[config.mk]
export PLATFORM = sky130hd
export DESIGN_NAME = ex_muldiv_unit_flat
export DESIGN_NICKNAME = d
export VERILOG_FILES = /design/src/rtl/muldiv_pkg.sv /design/src/rtl/ex_muldiv_unit_if.sv /design/src/rtl/mdu_iter_core.sv /design/src/rtl/ex_muldiv_unit.sv /design/src/flat_wrapper.sv
export SDC_FILE = /design/constraint.sdc
export NUM_CORES = 1
export LEC_CHECK = 0
export BUFFER_PORTS_ARGS = -buffer_cell sky130_fd_sc_hd__buf_2
export CORE_UTILIZATION = 36
export CTS_BUF_LIST = sky130_fd_sc_hd__clkbuf_2
export DETAILED_ROUTE_END_ITERATION = 8
export GPL_TIMING_DRIVEN = 0
export MAX_ROUTING_LAYER = met4
export PLACE_DENSITY = 0.61
export SLEW_MARGIN = 20
export SYNTH_ARGS = -nofsm -noshare
export SYNTH_HDL_FRONTEND = slang
export SYNTH_SLANG_ARGS = --single-unit
[constraint.sdc]
create_clock -name clk -period 3.39 [get_ports clk]
set_clock_uncertainty 0.2 [all_clocks]
set_input_delay 0.339 -clock clk [delete_from_list [all_inputs] [get_ports clk]]
set_output_delay 0.339 -clock clk [all_outputs]
set_load 0.01 [all_outputs]
[src/rtl/muldiv_pkg.sv]
// Shared definitions for the EX-stage multiply/divide unit.
// Holds the funct encodings, the FSM state encoding and the default
// operand width. Also provides a helper that flags every funct the unit
// owns, which is the set that can stall while the unit is busy.
package muldiv_pkg;

  localparam int XLEN_DEFAULT = 32;

  localparam logic [5:0] FUNCT_MFHI  = 6'h10;
  localparam logic [5:0] FUNCT_MTHI  = 6'h11;
  localparam logic [5:0] FUNCT_MFLO  = 6'h12;
  localparam logic [5:0] FUNCT_MTLO  = 6'h13;
  localparam logic [5:0] FUNCT_MULT  = 6'h18;
  localparam logic [5:0] FUNCT_MULTU = 6'h19;
  localparam logic [5:0] FUNCT_DIV   = 6'h1A;
  localparam logic [5:0] FUNCT_DIVU  = 6'h1B;

  typedef enum logic [1:0] {
    ST_IDLE = 2'd0,
    ST_MUL  = 2'd1,
    ST_DIV  = 2'd2,
    ST_FIX  = 2'd3
  } mdu_state_e;

  // MF*, MT*, MULT*, DIV*: everything that touches HI/LO or the datapath.
  function automatic logic is_mdu_funct(input logic [5:0] f);
    return (f inside {[FUNCT_MFHI:FUNCT_MTLO], [FUNCT_MULT:FUNCT_DIVU]});
  endfunction

endpackage

[src/rtl/ex_muldiv_unit_if.sv]
// ID/EX-side bundle for the multiply/divide unit.
//   master: pipeline side, drives the EX instruction (valid, funct, rs, rt)
//           and consumes stall_req, mf_data, busy, hi, lo.
//   slave : the unit itself.
interface ex_muldiv_unit_if #(
  parameter int XLEN = 32
);
  logic            ex_valid;
  logic [5:0]      ex_funct;
  logic [XLEN-1:0] ex_rs_data;
  logic [XLEN-1:0] ex_rt_data;
  logic            stall_req;
  logic [XLEN-1:0] mf_data;
  logic            busy;
  logic [XLEN-1:0] hi;
  logic [XLEN-1:0] lo;

  modport master (
    output ex_valid, ex_funct, ex_rs_data, ex_rt_data,
    input  stall_req, mf_data, busy, hi, lo
  );

  modport slave (
    input  ex_valid, ex_funct, ex_rs_data, ex_rt_data,
    output stall_req, mf_data, busy, hi, lo
  );
endinterface

[src/rtl/mdu_iter_core.sv]
// Iterative unsigned multiply / restoring divide datapath, one bit per cycle.
//   clk, reset : clock, synchronous active-high reset
//   start      : load operand magnitudes a, b and clear the counter
//   step       : perform one iteration (multiply or divide per is_div)
//   is_div     : selects the divide step
//   a, b       : multiply: a = multiplier, b = multiplicand
//                divide  : a = dividend,   b = divisor
//   acc        : {hi, lo}; after ITERS steps holds the product, or
//                {remainder, quotient} for a divide
//   last       : current step is the final one
module mdu_iter_core #(
  parameter int XLEN  = 32,
  parameter int ITERS = XLEN
) (
  input  logic              clk,
  input  logic              reset,
  input  logic              start,
  input  logic              step,
  input  logic              is_div,
  input  logic [XLEN-1:0]   a,
  input  logic [XLEN-1:0]   b,
  output logic [2*XLEN-1:0] acc,
  output logic              last
);
  localparam int CW = $clog2(ITERS) + 1;

  logic [XLEN-1:0]   b_q;
  logic [CW-1:0]     count;
  logic [2*XLEN-1:0] acc_nxt;

  // Multiply: add multiplicand into the upper half when the LSB is set,
  // then shift the whole thing (carry included) right by one.
  logic [XLEN:0]     mul_sum;
  // Divide: shift left, trial-subtract the divisor from the upper half
  // (kept one bit wider so the shifted-out MSB is not lost).
  logic [XLEN:0]     div_top;
  logic [XLEN:0]     div_diff;
  logic              div_ge;

  always_comb begin
    mul_sum  = {1'b0, acc[2*XLEN-1:XLEN]} + (acc[0] ? {1'b0, b_q} : '0);
    div_top  = acc[2*XLEN-1:XLEN-1];
    div_diff = div_top - {1'b0, b_q};
    div_ge   = ~div_diff[XLEN];
    if (is_div)
      acc_nxt = {(div_ge ? div_diff[XLEN-1:0] : div_top[XLEN-1:0]),
                 acc[XLEN-2:0], div_ge};
    else
      acc_nxt = {mul_sum, acc[XLEN-1:1]};
  end

  assign last = (count == CW'(ITERS - 1));

  always_ff @(posedge clk) begin
    if (reset) begin
      acc   <= '0;
      b_q   <= '0;
      count <= '0;
    end else if (start) begin
      acc   <= {{XLEN{1'b0}}, a};
      b_q   <= b;
      count <= '0;
    end else if (step) begin
      acc   <= acc_nxt;
      count <= count + CW'(1);
    end
  end
endmodule

[src/rtl/ex_muldiv_unit.sv]
// EX-stage multi-cycle multiply/divide unit with architectural HI/LO.
//   clk, reset : clock, synchronous active-high reset
//   bus.slave  : ex_valid/ex_funct/ex_rs_data/ex_rt_data in from ID/EX;
//                stall_req to the hazard unit, mf_data to the EX result
//                mux, busy, and the current hi/lo out.
// Signed operations run on magnitudes; signs are reapplied in FIX.
module ex_muldiv_unit
  import muldiv_pkg::*;
#(
  parameter int XLEN  = XLEN_DEFAULT,
  parameter int ITERS = XLEN
) (
  input  logic            clk,
  input  logic            reset,
  ex_muldiv_unit_if.slave bus
);
  mdu_state_e      state;
  logic            busy_q;
  logic [XLEN-1:0] hi_q, lo_q;
  logic            op_div_q;   // FIX needs to know which result format
  logic            neg_q_q;    // product / quotient gets negated
  logic            neg_r_q;    // remainder gets negated (dividend sign)
  logic            dz_q;       // divide by zero: LO forced to all ones

  logic [5:0]      f;
  logic            is_mul, is_div, is_signed, start;
  logic            rs_neg, rt_neg;
  logic [XLEN-1:0] a_mag, b_mag;

  logic [2*XLEN-1:0] core_acc;
  logic              core_last;
  logic              core_step;

  assign f         = bus.ex_funct;
  assign is_mul    = (f == FUNCT_MULT) || (f == FUNCT_MULTU);
  assign is_div    = (f == FUNCT_DIV)  || (f == FUNCT_DIVU);
  assign is_signed = (f == FUNCT_MULT) || (f == FUNCT_DIV);
  assign start     = bus.ex_valid && !busy_q && (is_mul || is_div);
  assign rs_neg    = is_signed && bus.ex_rs_data[XLEN-1];
  assign rt_neg    = is_signed && bus.ex_rt_data[XLEN-1];
  assign a_mag     = rs_neg ? -bus.ex_rs_data : bus.ex_rs_data;
  assign b_mag     = rt_neg ? -bus.ex_rt_data : bus.ex_rt_data;
  assign core_step = (state == ST_MUL) || (state == ST_DIV);

  mdu_iter_core #(.XLEN(XLEN), .ITERS(ITERS)) u_core (
    .clk    (clk),
    .reset  (reset),
    .start  (start),
    .step   (core_step),
    .is_div (state == ST_DIV),
    .a      (a_mag),
    .b      (b_mag),
    .acc    (core_acc),
    .last   (core_last)
  );

  // Sign-corrected results, consumed only on the FIX edge.
  logic [2*XLEN-1:0] prod_fix;
  logic [XLEN-1:0]   quo_fix, rem_fix;

  always_comb begin
    prod_fix = neg_q_q ? -core_acc : core_acc;
    quo_fix  = dz_q ? '1 : (neg_q_q ? -core_acc[XLEN-1:0] : core_acc[XLEN-1:0]);
    rem_fix  = neg_r_q ? -core_acc[2*XLEN-1:XLEN] : core_acc[2*XLEN-1:XLEN];
  end

  always_ff @(posedge clk) begin
    if (reset) begin
      state    <= ST_IDLE;
      busy_q   <= 1'b0;
      hi_q     <= '0;
      lo_q     <= '0;
      op_div_q <= 1'b0;
      neg_q_q  <= 1'b0;
      neg_r_q  <= 1'b0;
      dz_q     <= 1'b0;
    end else begin
      case (state)
        ST_IDLE: begin
          if (start) begin
            state    <= is_div ? ST_DIV : ST_MUL;
            busy_q   <= 1'b1;
            op_div_q <= is_div;
            neg_q_q  <= rs_neg ^ rt_neg;
            neg_r_q  <= rs_neg;
            dz_q     <= is_div && (bus.ex_rt_data == '0);
          end else if (bus.ex_valid && f == FUNCT_MTHI) begin
            hi_q <= bus.ex_rs_data;
          end else if (bus.ex_valid && f == FUNCT_MTLO) begin
            lo_q <= bus.ex_rs_data;
          end
        end
        ST_MUL, ST_DIV: begin
          if (core_last) state <= ST_FIX;
        end
        ST_FIX: begin
          if (op_div_q) begin
            hi_q <= rem_fix;
            lo_q <= quo_fix;
          end else begin
            hi_q <= prod_fix[2*XLEN-1:XLEN];
            lo_q <= prod_fix[XLEN-1:0];
          end
          busy_q <= 1'b0;
          state  <= ST_IDLE;
        end
        default: state <= ST_IDLE;
      endcase
    end
  end

  // Unrelated instructions flow past a busy unit; only our own functs wait.
  assign bus.stall_req = bus.ex_valid && busy_q && is_mdu_funct(f);

  always_comb begin
    bus.mf_data = '0;
    if (bus.ex_valid && !busy_q) begin
      if (f == FUNCT_MFHI)      bus.mf_data = hi_q;
      else if (f == FUNCT_MFLO) bus.mf_data = lo_q;
    end
  end

  assign bus.busy = busy_q;
  assign bus.hi   = hi_q;
  assign bus.lo   = lo_q;
endmodule

[src/flat_wrapper.sv]
// flat-port wrapper written by rule: the top's interface ports become plain ports
module ex_muldiv_unit_flat import muldiv_pkg::*;
#(
  parameter int XLEN  = XLEN_DEFAULT,
  parameter int ITERS = XLEN
)
  (clk, reset, bus_ex_valid, bus_ex_funct, bus_ex_rs_data, bus_ex_rt_data, bus_stall_req, bus_mf_data, bus_busy, bus_hi, bus_lo);
  ex_muldiv_unit_if #(.XLEN(XLEN)) bus_i ();
  input  logic clk;
  input  logic reset;
  input wire logic [$bits(bus_i.ex_valid)-1:0] bus_ex_valid;
  input wire logic [$bits(bus_i.ex_funct)-1:0] bus_ex_funct;
  input wire logic [$bits(bus_i.ex_rs_data)-1:0] bus_ex_rs_data;
  input wire logic [$bits(bus_i.ex_rt_data)-1:0] bus_ex_rt_data;
  output wire logic [$bits(bus_i.stall_req)-1:0] bus_stall_req;
  output wire logic [$bits(bus_i.mf_data)-1:0] bus_mf_data;
  output wire logic [$bits(bus_i.busy)-1:0] bus_busy;
  output wire logic [$bits(bus_i.hi)-1:0] bus_hi;
  output wire logic [$bits(bus_i.lo)-1:0] bus_lo;
  assign bus_i.ex_valid = bus_ex_valid;
  assign bus_i.ex_funct = bus_ex_funct;
  assign bus_i.ex_rs_data = bus_ex_rs_data;
  assign bus_i.ex_rt_data = bus_ex_rt_data;
  assign bus_stall_req = bus_i.stall_req;
  assign bus_mf_data = bus_i.mf_data;
  assign bus_busy = bus_i.busy;
  assign bus_hi = bus_i.hi;
  assign bus_lo = bus_i.lo;
  ex_muldiv_unit #(.XLEN(XLEN), .ITERS(ITERS)) u_core (.clk(clk), .reset(reset), .bus(bus_i));
endmodule
Yosys cells after proc, flatten, opt, wreduce, memory -nomap -nowiden
Index checks and enable logic that the tools add are counted.
{"block": "classes", "reduce_logical": 29, "multipliers": 0, "div": 0, "n_lt_le_gt_ge": 4, "n_shift": 0, "add_sub_neg": 8, "n_bitwise": 2, "n_mux": 29, "eq_ne": 18}
{"op": "$mux W32", "count": 19}
{"op": "$mux W64", "count": 2}
{"op": "$neg A32 Y32", "count": 4}
{"op": "$pmux W32 S2", "count": 2}
{"op": "$neg A64 Y64", "count": 1}
{"op": "$eq A6 B5 Y1 const B", "count": 9}
{"op": "$add A32 B32 Y33", "count": 1}
{"op": "$sub A33 B32 Y33", "count": 1}
{"op": "$logic_not A32 Y1", "count": 1}
{"op": "$ge A6 B5 Y1 const B", "count": 2}
{"op": "$le A6 B5 Y1 const B", "count": 2}
{"op": "$logic_and A1 B1 Y1", "count": 11}
{"op": "$add A6 B1 Y6 const B", "count": 1}
{"op": "$mux W2", "count": 3}
{"op": "$ne A2 B1 Y1 const B", "count": 3}
{"op": "$ne A2 B2 Y1 const B", "count": 3}
{"op": "$pmux W2 S3", "count": 1}
{"op": "$reduce_and A2 Y1", "count": 3}
{"op": "$reduce_bool A2 Y1", "count": 3}
{"op": "$logic_or A1 B1 Y1", "count": 5}
{"op": "$eq A2 B2 Y1 const B", "count": 2}
{"op": "$reduce_and A4 Y1", "count": 1}
{"op": "$reduce_or A2 Y1", "count": 2}
{"op": "$reduce_and A3 Y1", "count": 1}
{"op": "other kinds (7)", "count": 7}
{"block": "word_totals", "mem_bits_rw": 0, "memories": 0, "regBits": 173, "elab_cells": 102, "output_inout_bits": 98, "latch_bits": 0, "mem_bits_ro": 0, "inputBits": 73}

Logic depth before layout (Yosys ltp)
{"block": "logic_depth", "word_depth": 6, "ltp_mapped": 14, "ltp_nobuf": 12}

By module
Synthesis repeated with hierarchy kept, for this count alone.
{"block": "hier_totals", "hier_cells": 2020, "area_unflattened_um2": 15200.8}
{"mod": "mdu_iter_core", "instances": 1, "seq_area_each_um2": 2042.0, "cells_each": 1025, "area_each_um2": 8069.0}
{"mod": "ex_muldiv_unit", "instances": 1, "seq_area_each_um2": 1421.4, "cells_each": 995, "area_each_um2": 7131.8}

Least setup slack after synthesis
No wires, ideal clock.
{"block": "synth_timing", "path_kind": "reg-to-reg", "startpoint": "register u_core.u_core.acc[0]", "endpoint": "register u_core.u_core.acc[61]", "t_arrival_ns": 3.152, "required_ns": 3.104, "setup_slack_ns": -0.048, "setup_time_ns": 0.086, "period_less_slack_ns": 3.438, "stages_incl_launch_ff": 14, "path_cell_list": "dfxtp_1 > clkinv_1 > clkbuf_1 > nor2_1 > ha_1 > a21o_1 > a221oi_1 > a211oi_1 > o22ai_1 > o31a_1 > o21ai_0 > a31o_2 > xnor2_1 > a211oi_1"}
{"block": "synth_via", "elab_chain_len": 3}
{"item": "start, declared", "line_no": "mdu_iter_core.sv:22", "rtl": "output logic [2*XLEN-1:0] acc,"}
{"item": "start signal, assigned", "line_no": "mdu_iter_core.sv:60", "rtl": "acc <= {{XLEN{1'b0}}, a};"}
{"item": "start signal, assigned", "line_no": "mdu_iter_core.sv:64", "rtl": "acc <= acc_nxt;"}
{"item": "$mux W32", "line_no": "mdu_iter_core.sv:41", "rtl": "mul_sum = {1'b0, acc[2*XLEN-1:XLEN]} + (acc[0] ? {1'b0, b_q} : '0);"}
{"item": "$add A32 B32 Y33", "line_no": "mdu_iter_core.sv:41"}
{"item": "$mux W64", "line_no": "mdu_iter_core.sv:45", "rtl": "if (is_div)"}
No other way between the ends.
A chain may end at the register's enable or synchronous reset.

Worst setup path after layout
{"block": "layout_timing", "startpoint": "register u_core.u_core.acc[0]", "endpoint": "register u_core.u_core.acc[62]"}
Same word-level chain as after synthesis.

==> results.txt <==
run status - complete, but fails checks
violated checks - setup timing
met3 Use GR - 3.96%
Worst EP required - 4060 ps
Die X - 205 um
unrepaired setup endpoints after global routing - yes
total number of vias - 17500
minimum clock period - 3530 ps
EDFF count, synth - 0
CP arrival - 4200 ps
combinational family with the most area after synthesis - compound AO/OA/AOI/OAI gates
FMAX - 0.283 GHz
initial antenna violation count - 1
RD Place Congestion - 1.01
Fin. Hold Viols - 0
Distinct cells, synth - 85
worst skew pair latency - 930 ps
slowest cell delay on critical path - 480 ps
largest net degree at the start of global routing - 19
area leader, netlist - dfxtp_1
Post-Synth Adder-Cell Area - 6.43%
post-synthesis area per instance - 7.39 um^2
Post-Synth Simple-Gate Area - 20.5%
grt total ovfl - 0
Commonest cells post-synth - 264 x nor2_1, 177 x a21oi_1, 173 x dfxtp_1
Clock Tree Buf Depth - 2
crit path launch type - flop
via/cell ratio - 6.05
register area share after synthesis - 23.4%
CTS Root Cell - clkbuf_2
Starting Density - 36.9%
overall die height - 205 um
Max VDD drop - 0.610 mV
Slowest-stage cell, CP - dfxtp_4
Syn-to-layout area delta - 29.9%
final setup fails - 12
Syn. warnings - 0
crit path max fanout - 7
nets@finish - 2502
Total Routing Usage GR - 33.2%
drt pass-1 iters - 6
vias in the first global route - 16800
total CTS buffers - 17
Post-Synthesis Net Count - 2154
crit path capture type - flop
Worst-Margin Slew - 925 ps
CTS tree - yes
Synth Area in Compound Gates - 29.2%
number of core rows - 73
clock sink count - 173
crit path cell chain - clkinv_8, buf_8, nor2_4, ha_4, o211a_4, a2111oi_4, o31a_1, nor4_4, o311ai_2, o211ai_1, a221oi_2, xnor2_1, o221a_2
initial drt markers - 1650
async set-reset flop share out of synthesis - 0%
ys flop type - dfxtp_1
WP buf/inv - 2
leakage power - 7.47 nW
GR Util met2 - 54.6%
Detailed Place HPWL - 53100 um
Synth top area share - 23.4%
antenna-violating nets left - 0
Crit Path Class - flop to flop
fill count - 4066
Mapped Area - 14800 um^2
Synth Register Bits - 173
Port Buf Inserts - 168
Reg clk slew, reported paths - 320 ps
Place WS - -1400 ps
Synth area leaders - dfxtp_1 23%, nor2_1 6.7%, a211oi_1 6.6%
Pins Over Slew Limit - 0
H-tree Lvls - 4
Routed WL - 69100 um
share of cells above drive strength 1 - 18.5%
XOR/XNOR share of the synthesized area - 9.81%
GRT met1 Usage - 39.1%
layer with the highest usage - met2
ratio of final minimum period to clock period - 104%
Layout Cells excl Fill - 2894
Final Worst Setup Slack - -142 ps
full die area - 42000 um^2
WL/cell - 23.9 um
first-pass GRT wire length - 102000 um
I/O pin total - 171
placed insts - 2699
Pwr Density - 726 nW/um^2
Core Region - 40200 um^2
Crit path max-delay family - compound AO/OA/AOI/OAI gates
TNS Setup - -471 ps
Max Cap Viol - 0
Worst slew margin - 38.3%
Gate Count Post-Synth - 2006
post-synthesis mux area share - 5.29%
count leader, synth - nor2_1
drt drc - 0
path category of the worst min-delay check - primary input to flop
## where the power goes
| part | internal (mW) | switching [mW] | total [mW] |
|---|---|---|---|
| Clock | 0.314 | 0.937 | 1.25 |
| Sequential | 2.34 | 0.564 | 2.91 |
| Combinational | 3.88 | 5.93 | 9.81 |
## cells by family after synthesis
group	after synthesis
simple gates	646
buf+inv	210
compound gates	658
xor+xnor	166
fa+ha+maj	75
mux	78
flops	173
## final cells by class
type | instances | area, um^2 | share of cell area [%]
flip-flops and latches | 173 | 3520 | 18.3
multi-input cells | 1623 | 11400 | 59.2
well taps | 525 | 657 | 3.41
repair buffers | 336 | 2500 | 13.0
clock inverters | 15 | 178 | 0.923
diodes | 2 | 5.00 | 0.0260
clock buffers | 17 | 85.1 | 0.442
inverters | 72 | 287 | 1.49
plain buffers | 131 | 614 | 3.19
## layout by cell type (no fill, tap or decap), types with 39 or more instances in the layout
cell and instances:
a21oi_1 163, mux2i_1 74, buf_4 39, nor2_1 255
ha_1 61, buf_2 172, inv_1 68, clkbuf_1 104
a211oi_1 121, dfxtp_1 150, xnor2_1 92, nand2_1 144
o21ai_0 112, dlygate4sd3_1 118, xor2_1 69
## stage by stage
step | power (mW) | hold WS, ps | area, um^2 | util (%)
5_1_grt | 14.7 | 8.68 | 19300 | 47.9
4_1_cts | 12.3 | 21.1 | 18400 | 45.7
3_3_place_gp | 10.2 | 258 | 16300 | 40.6
3_5_place_dp | 10.2 | 263 | 16300 | 40.6
2_1_floorplan | 7.67 | 249 | 14800 | -
6_report | 14.0 | 37.8 | 19300 | 47.9
## registers in the layout (all words and copies together) (netlist names)
name	count
u_core.neg_q_q	1
u_core.op_div_q	1
u_core.state	2
u_core.u_core.b_q	32
u_core.bus.busy	1
u_core.bus.lo	32
u_core.u_core.count	6
u_core.neg_r_q	1
u_core.bus.hi	32
u_core.dz_q	1
u_core.u_core.acc	64
## tightest hold or removal path, stage by stage
cell and delay [ps]:
buf_2 70, nor3b_1 60, nand2_1 110, nor2_2 130
a41o_1 250, a31oi_1 160, nor2_1 50
## path summary, 6_finish.rpt
kind	cells past startpoint	slack, ps	startpoint	end
setup / recovery	13	-140	u_core.u_core.acc[0]	u_core.u_core.acc[62]
hold / removal	7	40	bus_ex_funct[5]	u_core.u_core.acc[31]
setup reg to reg	13	-140	u_core.u_core.acc[0]	u_core.u_core.acc[62]
hold reg to reg	2	290	u_core.bus.lo[25]	u_core.bus.lo[25]
## per-layer routing
metal  vias to the layer above  wire length [um]
met5                         -                 0
met4                         0              4630
met3                       226              4660
met2                       805             32000
met1                      8422             27800
li1                       8052                 -
## repair_timing
item                                    CTS  global route
pin swaps                                31            63
buffers inserted                         23            25
hold buffers                            118             0
gates cloned                              0             2
hold endpoints to repair                134             0
resized for setup                       105           150
endpoints found under the setup margin   52            63
Power figures use the tool's default switching activity.
